===== src/rtl/rv32i_pkg.sv =====
// Shared constants and types for the rv32i register-file writeback path.
package rv32i_pkg;

    localparam int unsigned XLEN       = 32;
    localparam int unsigned NUM_REGS   = 32;
    localparam int unsigned REG_ADDR_W = $clog2(NUM_REGS);

    typedef enum logic {
        CLEAR,
        RUN
    } state_t;

    // Requester identifiers as stored in the round-robin history bit
    localparam logic PORT_A = 1'b0;
    localparam logic PORT_B = 1'b1;

endpackage


===== src/rtl/rr_arbiter2.sv =====
// Two-requester round-robin arbiter. gnt[0] is port A, gnt[1] is port B.
// Grants are only issued while advance is high; history moves on a real grant.
module rr_arbiter2
    import rv32i_pkg::*;
(
    input  logic       clock,
    input  logic       reset,
    input  logic [1:0] req,
    input  logic       advance,
    output logic [1:0] gnt
);

    logic last_grant;

    // Pick the single requester, or on a tie the port that did not win last
    always_comb begin
        gnt = '0;
        if (advance) begin
            case (req)
                2'b01:   gnt = 2'b01;
                2'b10:   gnt = 2'b10;
                2'b11:   gnt = (last_grant == PORT_B) ? 2'b01 : 2'b10;
                default: gnt = '0;
            endcase
        end
    end

    // Remember the winner of the most recent actual grant
    always_ff @(posedge clock or posedge reset) begin
        if (reset) begin
            last_grant <= PORT_B;
        end else if (|gnt) begin
            last_grant <= gnt[1] ? PORT_B : PORT_A;
        end
    end

endmodule


===== src/rtl/regfile_writeback_arbiter.sv =====
// Owner of the register-file write port: zeroes x1..x(NUM_REGS-1) after reset,
// then forwards one writeback per cycle from port A or port B, round-robin.
module regfile_writeback_arbiter
    import rv32i_pkg::*;
#(
    parameter int unsigned XLEN           = rv32i_pkg::XLEN,
    parameter int unsigned NUM_REGS       = rv32i_pkg::NUM_REGS,
    parameter bit          CLEAR_ON_RESET = 1'b1
) (
    input  logic                  clock,
    input  logic                  reset,
    input  logic                  a_valid,
    output logic                  a_ready,
    input  logic [REG_ADDR_W-1:0] a_rd,
    input  logic [XLEN-1:0]       a_data,
    input  logic                  b_valid,
    output logic                  b_ready,
    input  logic [REG_ADDR_W-1:0] b_rd,
    input  logic [XLEN-1:0]       b_data,
    output logic                  write_enable,
    output logic [REG_ADDR_W-1:0] register_write_select,
    output logic [XLEN-1:0]       register_data_write,
    output logic                  init_done
);

    localparam state_t                  RESET_STATE = CLEAR_ON_RESET ? CLEAR : RUN;
    localparam logic [REG_ADDR_W-1:0]   LAST_IDX    = REG_ADDR_W'(NUM_REGS - 1);

    state_t                state;
    logic [REG_ADDR_W-1:0] clear_idx;
    logic [1:0]            gnt;
    logic                  advance;

    // Arbitration is frozen during CLEAR and while reset is held
    assign advance = (state == RUN) && !reset;

    rr_arbiter2 u_rr_arbiter2 (
        .clock   (clock),
        .reset   (reset),
        .req     ({b_valid, a_valid}),
        .advance (advance),
        .gnt     (gnt)
    );

    assign a_ready = gnt[0];
    assign b_ready = gnt[1];

    // Clear sequencer and registered write port; x0 writes are accepted but dropped
    always_ff @(posedge clock or posedge reset) begin
        if (reset) begin
            state                 <= RESET_STATE;
            clear_idx             <= REG_ADDR_W'(1);
            write_enable          <= 1'b0;
            register_write_select <= '0;
            register_data_write   <= '0;
            init_done             <= !CLEAR_ON_RESET;
        end else begin
            case (state)
                CLEAR: begin
                    write_enable          <= 1'b1;
                    register_write_select <= clear_idx;
                    register_data_write   <= '0;
                    clear_idx             <= clear_idx + 1'b1;
                    if (clear_idx == LAST_IDX) begin
                        state     <= RUN;
                        init_done <= 1'b1;
                    end
                end
                RUN: begin
                    write_enable <= 1'b0;
                    if (gnt[0]) begin
                        if (a_rd != '0) begin
                            write_enable          <= 1'b1;
                            register_write_select <= a_rd;
                            register_data_write   <= a_data;
                        end
                    end else if (gnt[1]) begin
                        if (b_rd != '0) begin
                            write_enable          <= 1'b1;
                            register_write_select <= b_rd;
                            register_data_write   <= b_data;
                        end
                    end
                end
                default: state <= RESET_STATE;
            endcase
        end
    end

endmodule


===== config.mk =====
export PLATFORM = sky130hd
export DESIGN_NAME = regfile_writeback_arbiter
export DESIGN_NICKNAME = d
export VERILOG_FILES = /design/src/rtl/rv32i_pkg.sv /design/src/rtl/rr_arbiter2.sv /design/src/rtl/regfile_writeback_arbiter.sv
export SDC_FILE = /design/constraint.sdc
export NUM_CORES = 1
export LEC_CHECK = 0
export CORE_AREA = 2 2 76 78
export CTS_CLUSTER_SIZE = 8
export DETAILED_ROUTE_END_ITERATION = 7
export DIE_AREA = 0 0 78 80
export PLACE_DENSITY = 0.91
export SLEW_MARGIN = 40
export SYNTH_ARGS = -nofsm -noshare
export SYNTH_HDL_FRONTEND = slang
export SYNTH_SLANG_ARGS = --single-unit

===== constraint.sdc =====
create_clock -name clock -period 4 [get_ports clock]
set_input_delay 0.6 -clock clock [delete_from_list [all_inputs] [get_ports clock]]
set_output_delay 0.6 -clock clock [all_outputs]
set_load 0.01 [all_outputs]

# [After elaboration in Yosys (flattened, before gate mapping)]
# Index checks and enable logic that the tools add are counted.
[op_classes] addsub=1 n_eq_ne=7 muxes=21 bitwise_logic=1 n_reduce_logical=7
[ops] op="$mux W32" n=4
[ops] op="$pmux W32 S2" n=1
[ops] op="$mux W5" n=4
[ops] op="$pmux W5 S2" n=1
[ops] op="$reduce_bool A5 Y1" n=2
[ops] op="$mux W1" n=7
[ops] op="$ne A3 B1 Y1 const B" n=2
[ops] op="$pmux W2 S3" n=1
[ops] op="$add A5 B1 Y5 const B" n=1
[ops] op="$eq A5 B5 Y1 const B" n=1
[ops] op="$eq A2 B2 Y1 const B" n=2
[ops] op="$mux W2" n=2
[ops] op="$ne A3 B2 Y1 const B" n=1
[ops] op="$reduce_and A3 Y1" n=1
[ops] op="$eq A2 B1 Y1 const B" n=1
[ops] op="$pmux W1 S2" n=1
[ops] op="$reduce_and A2 Y1" n=1
[ops] op="$reduce_or A2 Y1" n=1
[ops] op="$logic_and A1 B1 Y1" n=1
[ops] op="$logic_not A1 Y1" n=1
[ops] op="$not A1 Y1" n=1
[totals] regBits=46 output_inout_bits=41 wordCells=44

# [Depth between registers and ports, before layout]
# Gate-level depths: netlist of the first run.
[depth] word_depth=6 depth_mapped=8 mapped_depth_nobuf=5

# [By module]
# Synthesis of the first run repeated with hierarchy kept, for this count alone.
[unflattened] hier_cells=204 hier_area_um2=2398.6
[by_module_without_submodules] module="regfile_writeback_arbiter" instances=1 cells_per_inst=195 area_per_inst_um2=2332.2
[by_module_without_submodules] module="rr_arbiter2" instances=1 cells_per_inst=9 area_per_inst_um2=66.3

# [Least setup slack after synthesis of the first run]
# OpenSTA, ideal clock, no wires.
[synth_path] path_type="in2reg" startpoint="input a_rd[3]" endpoint="register register_write_select[0]" arrival_time_ns=1.801 t_required_ns=3.873 path_slack_ns=2.072 path_stages=5 n_path_buf=1 cell_sequence="nor3_1 nand2_1 a221oi_4 buf_6 mux2_1"
[synth_between] elab_chain_len=3
[synth_rtl] element="start: declaration" line="regfile_writeback_arbiter.sv:14" rtl="input logic [REG_ADDR_W-1:0] a_rd,"
[synth_rtl] element="$reduce_bool A5 Y1" line="regfile_writeback_arbiter.sv:72" rtl="if (a_rd != '0) begin"
[synth_rtl] element="$ne A3 B2 Y1 (no source line)"
[synth_rtl] element="$reduce_and A3 Y1 (no source line)"
[synth_rtl] element="end signal: assignment" line="regfile_writeback_arbiter.sv:61" rtl="register_write_select <= clear_idx;"
[synth_rtl] element="end signal: assignment" line="regfile_writeback_arbiter.sv:74" rtl="register_write_select <= a_rd;"
[synth_rtl] element="end signal: assignment" line="regfile_writeback_arbiter.sv:80" rtl="register_write_select <= b_rd;"
[synth_rtl] element="end: declaration" line="regfile_writeback_arbiter.sv:21" rtl="output logic [REG_ADDR_W-1:0] register_write_select,"
# No other way between the ends.
# A chain may end at the register's enable or synchronous reset.

# [Final worst setup path of the first run]
[layout_path] startpoint="input reset" endpoint="output a_ready"
[layout_between] elab_chain_len=3
[layout_rtl] element="start: declaration" line="regfile_writeback_arbiter.sv:11" rtl="input logic reset,"
[layout_rtl] element="$logic_not A1 Y1 (no source line)"
[layout_rtl] element="$logic_and A1 B1 Y1" line="regfile_writeback_arbiter.sv:35" rtl="assign advance = (state == RUN) && !reset;"
[layout_rtl] element="$mux W2" line="rr_arbiter2.sv:18" rtl="if (advance) begin"
[layout_rtl] element="end: declaration" line="regfile_writeback_arbiter.sv:13" rtl="output logic a_ready,"
# No other way between the ends.

==> impl_metrics.env, run 1 <==
export IMPL_status="finished, final reports clean"
export IMPL_clock_root_buffer="clkbuf_8"
export IMPL_track_usage=0.203
export IMPL_cp_start_kind="input port"
export IMPL_dp_hpwl_um=4680
export IMPL_ff2ff_setup_slack_ns=1.32
export IMPL_yosys_most_used_dff="dfrtp_1"
export IMPL_cp_slowest_cell="clkdlybuf4s50_1"
export IMPL_n_antenna_cell=0
export IMPL_syn_area_um2=2270
export IMPL_yosysMostFrequentCell="dfrtp_1"
export IMPL_min_period_ns=3.32
export IMPL_skew_ns=0.00859
export IMPL_syn_area_per_cell_um2=11.7
export IMPL_grt_ovfl_total=0
export IMPL_fmax_mhz=301
export IMPL_antenna_found_initial=0
export IMPL_postCtsResizedCells=0
export IMPL_yosys_area_top_type="dfrtp_1"
export IMPL_grt_max_degree=47
export IMPL_worst_pin_slew_ns=0.672
export IMPL_layout_nets=384
export IMPL_start_util=0.421
export IMPL_io_pins=119
export IMPL_max_cap_violations=0
export IMPL_ys_warn_count=0
export IMPL_total_power_mw=1.41
export IMPL_synthTopCellsByCount="dfrtp_1 (44), and3_1 (27), a221o_1 (26)"
export IMPL_cts_buffers=5
export IMPL_power_leakage_nw=1.56
export IMPL_multi_input_area_um2=973
export IMPL_min_period_over_period=0.831
export IMPL_gp_congestion=0.869
export IMPL_drive_gt1_frac=0.0921
export IMPL_routed_wl_um=6420
export IMPL_clkSinkCount=46
export IMPL_ff_latch_area_um2=1150
export IMPL_synth_seq_cells=46
export IMPL_antenna_left=0
export IMPL_rsz0062_at_grt="false"
export IMPL_setup_viol=0
export IMPL_cp_max_fo=41
export IMPL_holdWs_ns=0.492
export IMPL_postCtsSetupBuffers=0
export IMPL_slowest_delay_ns=0.65
export IMPL_synth_cell_types=37
export IMPL_cts_tree="yes"
export IMPL_fp_dieH_um=80
export IMPL_ir_drop_mv=0.192
export IMPL_crit_top_cell="clkdlybuf4s50_1"
export IMPL_clock_latency_ns=0.29
export IMPL_maxSlewViolCount=0
export IMPL_endpoint_kind="output port"
export IMPL_syn_inst=194
export IMPL_synth_edf_count=0
export IMPL_die_area_um2=6240
export IMPL_final_area_um2=3570
export IMPL_rows=27
export IMPL_syn2layout_area_growth_pct=56.8
export IMPL_vias=2080
export IMPL_ctsHoldBuffers=0
export IMPL_worstPathRequired_ns=3.40
export IMPL_cp_cell_sequence="clkdlybuf4s50_1, nand3b_4, or2_4, inv_2, clkdlybuf4s50_1"
export IMPL_synth_top_area_share=0.484
export IMPL_fill_cells=430
export IMPL_clockBufferDepth=2
export IMPL_slew_headroom=0.552
export IMPL_grt_pass1_wl_um=9970
export IMPL_critPathKind="in -> out"
export IMPL_clkTransAtPathRegs_ns=0.08
export IMPL_via_per_inst=5.53
export IMPL_seq_area_frac_synth=0.507
export IMPL_wl_per_cell_um=17.1
export IMPL_synth_async_reset_ratio=1.00
export IMPL_tns_ns=0
export IMPL_coreArea_um2=5410
export IMPL_port_buffers=118
export IMPL_synth_area_leaders="dfrtp_1 (48%), a221o_1 (11%), and3_1 (7.4%)"
export IMPL_finalHoldViolations=0
export IMPL_synth_nets=274
export IMPL_place_area_um2=3450
export IMPL_hold_path_class="reg -> reg"
export IMPL_grt_pass1_vias=2032
export IMPL_p_per_area_nw_per_um2=395
export IMPL_htreeDepth=2
export IMPL_worstPathArrival_ns=2.72
export IMPL_drt_initial_drc_count=142
export IMPL_first_pass_iters=4
export IMPL_die_w_um=78
export IMPL_drc=0
[flip-flops by register name, indices dropped and copies added (netlist names)]
name	flops
register_data_write	32
clear_idx	5
register_write_select	5
init_done	1
state	1
u_rr_arbiter2.last_grant	1
write_enable	1
[cell families after synthesis]
family / after synthesis / share of synthesized area
mux: 7 / 0.0347
flops: 46 / 0.507
simple gates: 62 / 0.163
buf+inv: 26 / 0.0655
compound gates: 48 / 0.207
fa+ha+maj: 2 / 0.0110
xor+xnor: 3 / 0.0116
[metrics by stage]
stage / utilization / setup slack [ns] / cells
detailed placement: 0.639 / 0.690 / 369
CTS: 0.660 / 0.690 / 376
floorplan: - / 2.07 / 194
global route: 0.660 / 0.591 / 376
finish: 0.660 / 0.677 / 376
global placement: 0.638 / 0.753 / 369
[power by group]
group          switching (mW)  total [mW]  internal [mW]  leakage [nW]
Clock                   0.147       0.347          0.200        0.0573
Sequential             0.0508       0.601          0.551         0.549
Combinational           0.168       0.459          0.290         0.953
[metal layers]
metal | track usage | share of wire | up-vias
met4 | 0.0579 | 0.011 | 0
met1 | 0.255 | 0.42 | 997
met3 | 0.0452 | 0.062 | 8
met5 | 0 | 0 | -
met2 | 0.353 | 0.51 | 108
li1 | - | - | 967
[final timing paths]
check	end	start	depth (start not counted)
min	init_done$_DFFE_PP0P_	init_done$_DFFE_PP0P_	1
max in group asynchronous	clear_idx[0]$_DFFE_PP1N_	reset	2
max reg2reg	register_data_write[22]$_DFFE_PP0P_	state$_DFF_PP0_	6
min in group asynchronous	register_data_write[31]$_DFFE_PP0P_	reset	2
min reg2reg	init_done$_DFFE_PP0P_	init_done$_DFFE_PP0P_	1
max	a_ready	reset	5
[placed cells by master, fill, tap and decap left out, drive strengths merged]
master and count:
clkdlybuf4s50 118, dfrtp 44, and3 27, a221o 26, nand2 14, a311oi 10, inv 8, a221oi 7
mux2 7, clkbuf 6, nor2 5, nor4 4, xnor2 3, buf 3, a21o 2, ha 2
dfstp 2, nand3b 2, nor3 2, nand3 2, nor2b 2, or2 2, a21oi 1, and2 1
a22o 1, nor3b 1, a311o 1, bufinv 1
[cell type report]
class,count,area share
Clock buffer,6,0.0232
Clock inverter,1,0.00842
Inverter,8,0.00912
Multi-Input combinational cell,122,0.273
Sequential cell,46,0.324
Tap cell,72,0.0253
Timing Repair Buffer,121,0.338
[critical path: cells and delay by family]
kind | cells | cell delay (ns)
buf+inv | 3 | 1.58
simple gates | 2 | 0.53
Note: power is estimated with default switching activity, not from simulation.
==> run 2, diff against run 1 <==
- CORE_AREA: 2 2 76 78 -> 2 2 83 85
- DIE_AREA: 0 0 78 80 -> 0 0 85 87
- PLACE_DENSITY: 0.91 -> 0.81
- clock period: 4 -> 2.85 ns (I/O delays scaled with it)
==> run 2 against run 1 <==
  * First-iteration DRC count down 16%
  * Register-to-register slack worse by 0.61 ns
  * Clock power up 71%
  * Design area up 2.0%
==> impl_metrics.env, run 2 (synthesis results as in run 1) <==
export IMPL_worstPathRequired_ns=2.42
export IMPL_clockBufferDepth=2
export IMPL_endpoint_kind="output port"
export IMPL_total_power_mw=2.09
export IMPL_cts_buffers=5
export IMPL_die_w_um=85
export IMPL_grt_max_degree=47
export IMPL_largest_reg_flops=32
export IMPL_fmax_mhz=388
export IMPL_multi_input_area_um2=973
export IMPL_wl_per_cell_um=16.8
export IMPL_cp_num_cells=4
export IMPL_reg2reg_to="register_data_write[31]$_DFFE_PP0P_"
export IMPL_cts_tree="yes"
export IMPL_io_pins=119
export IMPL_rows=30
export IMPL_r2r_start="state$_DFF_PP0_"
export IMPL_start_util=0.346
export IMPL_switching_power_mw=0.531
export IMPL_place_area_um2=3500
export IMPL_grt_ovfl_total=0
export IMPL_antenna_left=0
export IMPL_gp_congestion=0.805
export IMPL_setup_viol=0
export IMPL_pwr_share_comb=0.312
export IMPL_setup_ws_ns=0.272
export IMPL_n_antenna_cell=0
export IMPL_maxSlewViolCount=0
export IMPL_cp_slowest_cell="dfrtp_1"
export IMPL_rsz0062_at_grt="false"
export IMPL_postCtsResizedCells=0
export IMPL_setup_worst_path_start="state$_DFF_PP0_"
export IMPL_clock_latency_ns=0.29
export IMPL_track_usage=0.174
export IMPL_drt_initial_drc_count=119
export IMPL_cp_cell_sequence="nand3b_4, or2_4, inv_2, clkdlybuf4s50_1"
export IMPL_min_period_ns=2.58
export IMPL_antenna_found_initial=0
export IMPL_ctsHoldBuffers=0
export IMPL_cp_top_family="flip-flops"
export IMPL_p_seq_frac=0.403
export IMPL_p_per_area_nw_per_um2=575
export IMPL_ff2ff_setup_slack_ns=0.71
export IMPL_mostFrequentLayoutCell="clkdlybuf4s50_1"
export IMPL_cp_endpoint="a_ready"
export IMPL_hold_path_class="reg -> reg"
export IMPL_top_register="register_data_write"
export IMPL_skew_ns=0.0125
export IMPL_reg_top3="register_data_write (32), clear_idx (5), register_write_select (5)"
export IMPL_port_buffers=118
export IMPL_syn2layout_area_growth_pct=60.0
export IMPL_dp_hpwl_um=4790
export IMPL_layout_nets=387
export IMPL_min_period_over_period=0.904
export IMPL_status="finished, final reports clean"
export IMPL_reg2regPathDepth=6
export IMPL_tns_ns=0
export IMPL_die_area_um2=7400
export IMPL_vias=2086
export IMPL_worstPathArrival_ns=2.15
export IMPL_post_place_ws_ns=0.355
export IMPL_postCtsSetupBuffers=0
export IMPL_power_leakage_nw=1.59
export IMPL_final_area_um2=3640
export IMPL_p_sw_frac=0.254
export IMPL_max_cap_violations=0
export IMPL_slew_headroom=0.607
export IMPL_drc=0
export IMPL_cp_max_fo=17
export IMPL_clkSinkCount=46
export IMPL_ff_latch_area_um2=1150
export IMPL_htreeDepth=2
export IMPL_finalHoldViolations=0
export IMPL_worst_pin_slew_ns=0.589
export IMPL_via_per_inst=5.38
export IMPL_routed_wl_um=6510
export IMPL_fp_dieH_um=87
export IMPL_most_common_layout_cells="clkdlybuf4s50_1 (118), dfrtp_1 (44), and3_1 (27), a221o_1 (26), nand2_1 (14)"
export IMPL_ir_drop_mv=0.343
export IMPL_fill_cells=573
export IMPL_clock_root_buffer="clkbuf_8"
export IMPL_final_cells=388
export IMPL_first_pass_iters=4
export IMPL_coreArea_um2=6570
export IMPL_pwr_share_clk=0.284
export IMPL_grt_pass1_vias=1993
export IMPL_crit_buf_inv=2
export IMPL_placed_cells=380
export IMPL_critPathKind="reg -> out"
export IMPL_drive_gt1_frac=0.104
export IMPL_slowest_delay_ns=0.72
export IMPL_internal_power_mw=1.56
export IMPL_grt_pass1_wl_um=10300
export IMPL_clkTransAtPathRegs_ns=0.09
export IMPL_cp_start_kind="flop"
## run 2: final cells by class
cell class	instances	area share
timing repair buffer	124	0.340
multi-input combinational	122	0.268
clock inverter	2	0.0165
inverter	8	0.00825
tap	80	0.0275
sequential	46	0.317
clock buffer	6	0.0227
## run 2: how the worst min path moves through the flow
| stage | start | to | cells past startpoint |
|---|---|---|---|
| 5_1_grt | register_write_select[4]$_DFFE_PP0P_ | register_write_select[4]$_DFFE_PP0P_ | 1 |
| 6_report | clear_idx[2]$_DFFE_PP0N_ | clear_idx[2]$_DFFE_PP0N_ | 1 |
| 2_1_floorplan | clear_idx[2]$_DFFE_PP0N_ | clear_idx[2]$_DFFE_PP0N_ | 1 |
| 4_1_cts | register_write_select[1]$_DFFE_PP0P_ | register_write_select[1]$_DFFE_PP0P_ | 1 |
| 3_5_place_dp | register_write_select[1]$_DFFE_PP0P_ | register_write_select[1]$_DFFE_PP0P_ | 1 |
| 3_3_place_gp | init_done$_DFFE_PP0P_ | init_done$_DFFE_PP0P_ | 1 |
## run 2: through the flow
step                 util  hold slack, ns
detailed placement  0.532           0.484
global placement    0.532           0.462
finish              0.554           0.502
global route        0.554           0.528
floorplan               -           0.451
CTS                 0.554           0.504
## run 2: layer usage
layer,global-route usage,vias to the layer above,routed length [µm]
li1,-,975,-
met1,0.234,1020,2850
met2,0.288,85,3200
met3,0.0360,6,396
met4,0.0390,0,58
met5,0,-,0
## run 2: power by group through the flow
stage / Clock [mW] / Combinational [mW] / Sequential (mW)
2_1_floorplan: 0 / 0.212 / 0.903
3_3_place_gp: 0 / 0.646 / 0.853
3_5_place_dp: 0 / 0.659 / 0.857
4_1_cts: 0.605 / 0.661 / 0.844
5_1_grt: 0.640 / 0.697 / 0.861
6_report: 0.595 / 0.653 / 0.844
==> patch 1 (settings of run 1) <==
Change the package constant `XLEN` from 32 to 40.
--- a/src/rtl/rv32i_pkg.sv
+++ b/src/rtl/rv32i_pkg.sv
@@ -3,3 +3,3 @@
 
-    localparam int unsigned XLEN       = 32;
+    localparam int unsigned XLEN       = 40;
     localparam int unsigned NUM_REGS   = 32;
Interface: changed (resized a_data, b_data and register_data_write); port bits go from 119 to 143. The function was not compared with the original's and may differ.
==> patch 1 against run 1 <==
- final cell count grew 14%
- setup slack gained 0.15 ns
- synthesized area grew 10%
- design area grew 15%
- core utilization grew 9.6 points
- wire length grew 15%
- synthesized cell count grew 13%
- sequential power grew 17%
- power grew 11%
- highest routed layer unchanged
- register-to-register slack gained 0.27 ns
- critical path depth shrank 1
- non-clock buffer count grew 24
- sequential cell count grew 8
==> patch 1: results (changes against run 1) <==
CTS
  • Clock Tree Root: clkbuf_8
  • Reg clk slew, reported paths: 0.09 ns
  • Post-cts gate resize count: 0 (unchanged)
  • Clock Latency Late Sink: 0.30 ns
  • Worst-case clock buffer depth: 2 (unchanged)
  • Postcts setup bufs: 0 (unchanged)
  • CTS H-tree depth: 2 (unchanged)
  • TritonCTS buffer count: 5 (unchanged)

Setup path
  • Reg2Reg Depth: 5 (-1)
  • Crit path DAT: 2.57 ns (-0.15 ns)
  • Crit Path Max Fanout: 13 (-68%)

Yosys
  • Distinct cell type count after synthesis: 32 (-14%)
  • Synth Net Count: 316 (+15%)
  • Synth Area in Adders: 0.997% (-0.10 points)
  • Most common library cells after synthesis: dfrtp_1, a21o_1, a22o_1, o21ai_0, clkbuf_1
  • Sequential cell area fraction in the yosys report: 53.9% (+3.2 points)
  • Synth Area in Compound Gates: 30.6% (+10 points)
  • Mux contribution to synthesized area: 3.14% (-0.33 points)
  • Synthesis Warnings: 0 (unchanged)
  • Post-Synth XOR/XNOR Area: 1.05% (-0.11 points)
  • Main area contributors after synthesis: dfrtp_1, a22o_1, a21o_1, o21ai_0, mux2_1

GRT
  • Initial antenna violation count: 0 (unchanged)
  • Largest net degree at the start of global routing: 55 (+17%)
  • Tot GR Track Use: 23.5% (+3.2 points)
  • First-pass GRT wire length: 11400 microns (+15%)
  • Vias in the first global route: 2411 (+19%)

Pwr
  • Peak VDD IR: 0.220 mV (+14%)
  • Switching power: 0.439 mW (+20%)
  • Leakage power: 1.87 nW (+20%)

Layout
  • Filler Cell Count: 400 (-7.0%)
  • Share of post-route cells with drive strength above 1: 5.62% (-3.6 points)
  • Nets: 451 (+17%)
  • ANT cells: 0 (unchanged)
  • Biggest regs: register_data_write x40, clear_idx x5, register_write_select x5

STA
  • Slew headroom: 45.8% (-9.4 points)
  • Clock Skews: 0.00351 ns (-0.00508 ns)

Placed design
  • RePlAce Congestion: 0.894 (+2.9%)
  • HPWL after DPL: 5560 microns (+19%)
  • Placed standard-cell area: 0.00400 sq mm (+16%)
  • Port Buf Inserts: 142 (+20%)

Routing
  • Routed length per instance: 17.3 microns (+1.4%)
  • Vias/cell: 5.58 (+0.82%)
  • First-pass detailed-route iteration total: 4 (unchanged)
  • DR iter-0 viols: 116 (-18%)

Status
  • Status: completed

Hold path
  • Hold path cells: 1 (unchanged)
  • Min-Delay Path Class: reg -> reg
==> patch 1: cell count changes after synthesis, sizes merged, moves of 8 or more <==
cell,delta
a21o,+33
a221o,-26
o21ai,+12
a22o,+33
dfrtp,+8
and3,-26
==> patch 1: metrics by stage <==
stage	worst slack [ns]	power [mW]	instances	utilization, %
floorplan	2.08	0.922	220	-
global placement	0.957	1.25	420	73.9
detailed placement	0.828	1.27	420	73.9
CTS	0.829	1.58	428	75.6
global route	0.718	1.64	428	75.6
finish	0.826	1.57	428	75.6
==> patch 1: final timing paths <==
check                                              start                      end  slack (ns)
worst min-delay path                           init_done                init_done        0.46
min in group asynchronous                          reset             clear_idx[2]        0.82
worst max register to register  u_rr_arbiter2.last_grant  register_data_write[31]        1.59
worst min register to register                 init_done                init_done        0.46
max in group asynchronous                          reset   register_data_write[7]        2.75
worst max-delay path                             b_valid                  a_ready        0.83
==> patch 1: power groups by stage <==
stage	sequential, mW	clock, mW	combinational [mW]
after floorplan	0.756	0	0.166
after global placement	0.711	0	0.540
after detailed placement	0.716	0	0.557
after CTS	0.706	0.311	0.559
after global routing	0.719	0.334	0.590
final	0.706	0.304	0.555
==> patch 1: layer usage <==
| layer | track usage (%) | wire, microns |
|---|---|---|
| met1 | 25.4 | 2740 |
| met2 | 44.2 | 3850 |
| met3 | 7.24 | 674 |
| met4 | 6.49 | 142 |
| met5 | 0 | 0 |
==> patch 1: cell type report <==
cell class	count	area, sq um	area share [%]
clock buffer	7	86.3	2.11
clock inverter	1	5.00	0.122
inverter	4	17.5	0.429
multi-input combinational	145	1090	26.7
sequential	54	1350	33.1
tap	72	90.1	2.20
timing repair buffer	145	1440	35.3
==> patch 1: cell families (layout without fill, tap and decap cells) <==
kind of cell	Yosys count	after routing
flip-flops	54	54
buffers and inverters	21	157
AO/OA/AOI/OAI	100	100
XOR/XNOR	3	3
adder cells (fa/ha/maj)	2	2
AND/OR/NAND/NOR	33	33
multiplexers	7	7
==> patch 1: critical path, stage by stage <==
cell,delay [ns]
clkdlybuf4s50_1,0.50
nor2b_1,0.67
nor2_1,0.26
clkdlybuf4s50_1,0.55
==> patch 2 (flow settings as in run 1) <==
Made on the original files. Reset style: synchronous (`reset`), changed in 2 clocked blocks.
--- a/src/rtl/rr_arbiter2.sv
+++ b/src/rtl/rr_arbiter2.sv
@@ -28,3 +28,3 @@
     // Remember the winner of the most recent actual grant
-    always_ff @(posedge clock or posedge reset) begin
+    always_ff @(posedge clock) begin
         if (reset) begin
--- a/src/rtl/regfile_writeback_arbiter.sv
+++ b/src/rtl/regfile_writeback_arbiter.sv
@@ -48,3 +48,3 @@
     // Clear sequencer and registered write port; x0 writes are accepted but dropped
-    always_ff @(posedge clock or posedge reset) begin
+    always_ff @(posedge clock) begin
         if (reset) begin
Check against the original RTL: differs if reset is asserted again (counterexample within 4 cycles, from zero or initial values and one cycle with reset high); with reset held inactive, the same outputs for 10 cycles.
==> patch 2 against run 1 <==
- register-to-register slack better by 0.62 ns
- setup slack better by 0.32 ns
- sequential cell count unchanged
- sequential share of layout area down 6.2 points
- design area down 1.2%
- synthesized area down 1.7%
- wire length down 6.6%
- highest routed layer unchanged
Power is not compared: it rests on default switching activity, and its combinational part moved more than twofold at a synthesized area within 25%.
==> patch 2: results (changes against run 1) <==
STA
  • Clock Skews: 0.00375 ns (-0.00484 ns)
  • Slew headroom: 54.2% (-1.0 points)

Yosys
  • Main area contributors after synthesis: dfxtp_1, mux2i_1, nor2_1, a211oi_2, o2bb2ai_1
  • Mean Syn Cell Area: 9.81 sq um (-16%)
  • Sequential cell area fraction in the yosys report: 41.2% (-9.5 points)
  • Synth Net Count: 308 (+12%)
  • Synth async-reset ratio: 0% (-100 points)
  • Most used DFF post-synth: dfxtp_1
  • Most common library cells after synthesis: dfxtp_1, nor2_1, mux2i_1, a21oi_1, and3_1
  • Distinct cell type count after synthesis: 32 (-14%)

Status
  • Status: completed

Routing
  • DR iter-0 viols: 62 (-56%)
  • First-pass detailed-route iteration total: 4 (unchanged)
  • Vias: 2104 (+1.2%)
  • Detailed Route WL: 6000 microns (-6.6%)
  • Vias/cell: 5.11 (-7.7%)

GRT
  • Tot GR Track Use: 19.1% (-1.2 points)
  • First-pass GRT wire length: 9450 microns (-5.3%)
  • Vias in the first global route: 2038 (+0.30%)
  • Largest net degree at the start of global routing: 39 (-17%)

CTS
  • Postcts setup bufs: 0 (unchanged)
  • Worst-case clock buffer depth: 2 (unchanged)

Placed design
  • HPWL after DPL: 4630 microns (-1.1%)
  • Place WS: 1.01 ns (+0.323 ns)
  • Port Buf Inserts: 118 (unchanged)
  • Dpl cells: 405 (+9.8%)
  • RePlAce Congestion: 0.806 (-7.2%)
  • Placed standard-cell area: 0.00344 sq mm (-0.33%)

Layout
  • Filler Cell Count: 459 (+6.7%)
  • Nets: 420 (+9.4%)
  • Share of post-route cells with drive strength above 1: 9.71% (+0.50 points)
  • Multi-input gate area: 0.00120 sq mm (+24%)
  • ANT cells: 0 (unchanged)

Hold path
  • Min-Delay Path Class: reg -> reg

Setup path
  • Reg2Reg Depth: 5 (-1)
  • Crit Path Max Fanout: 17 (-59%)
## patch 2: critical path, stage by stage
cell             delay, ns
clkdlybuf4s50_1       0.44
and2b_1               0.25
nand3b_1              0.08
buf_4                 0.19
inv_2                 0.24
clkdlybuf4s50_1       0.60
## patch 2: path summary, 6_finish.rpt
kind / startpoint / end / slack, ns
hold reg to reg: register_data_write[12] / register_data_write[12] / 0.47
hold / removal: register_data_write[12] / register_data_write[12] / 0.47
setup reg to reg: u_rr_arbiter2.last_grant / register_data_write[25] / 1.94
setup / recovery: reset / a_ready / 1.0
## patch 2: cells by family after synthesis
| kind of cell | synth area share [%] |
|---|---|
| and+or+nand+nor | 16.5 |
| AOI/OAI and AO/OA | 20.9 |
| DFF | 41.2 |
| muxes | 13.9 |
| buffers and inverters | 5.20 |
| xor gates and xnor gates | 1.18 |
| adders and majority gates | 1.12 |
## patch 2: layer usage
| layer | routed length (microns) | global-route usage, % |
|---|---|---|
| met1 | 2360 | 21.4 |
| met2 | 3000 | 33.3 |
| met3 | 509 | 6.90 |
| met4 | 126 | 6.84 |
| met5 | 0 | 0 |
## patch 2: layout make-up
class / instances / share of cell area (%)
Timing Repair Buffer: 123 / 34.6
Multi-Input combinational cell: 161 / 34.2
Sequential cell: 46 / 26.1
Tap cell: 72 / 2.56
Clock buffer: 5 / 1.95
Inverter: 3 / 0.320
Clock inverter: 2 / 0.284
## patch 2: power groups by stage
stage          logic [mW]  registers (mW)  clock network, mW
2_1_floorplan      0.0428           0.482                  0
3_3_place_gp        0.133           0.481                  0
3_5_place_dp        0.136           0.481                  0
4_1_cts             0.136           0.470              0.274
5_1_grt             0.145           0.472              0.293
6_report            0.136           0.470              0.264
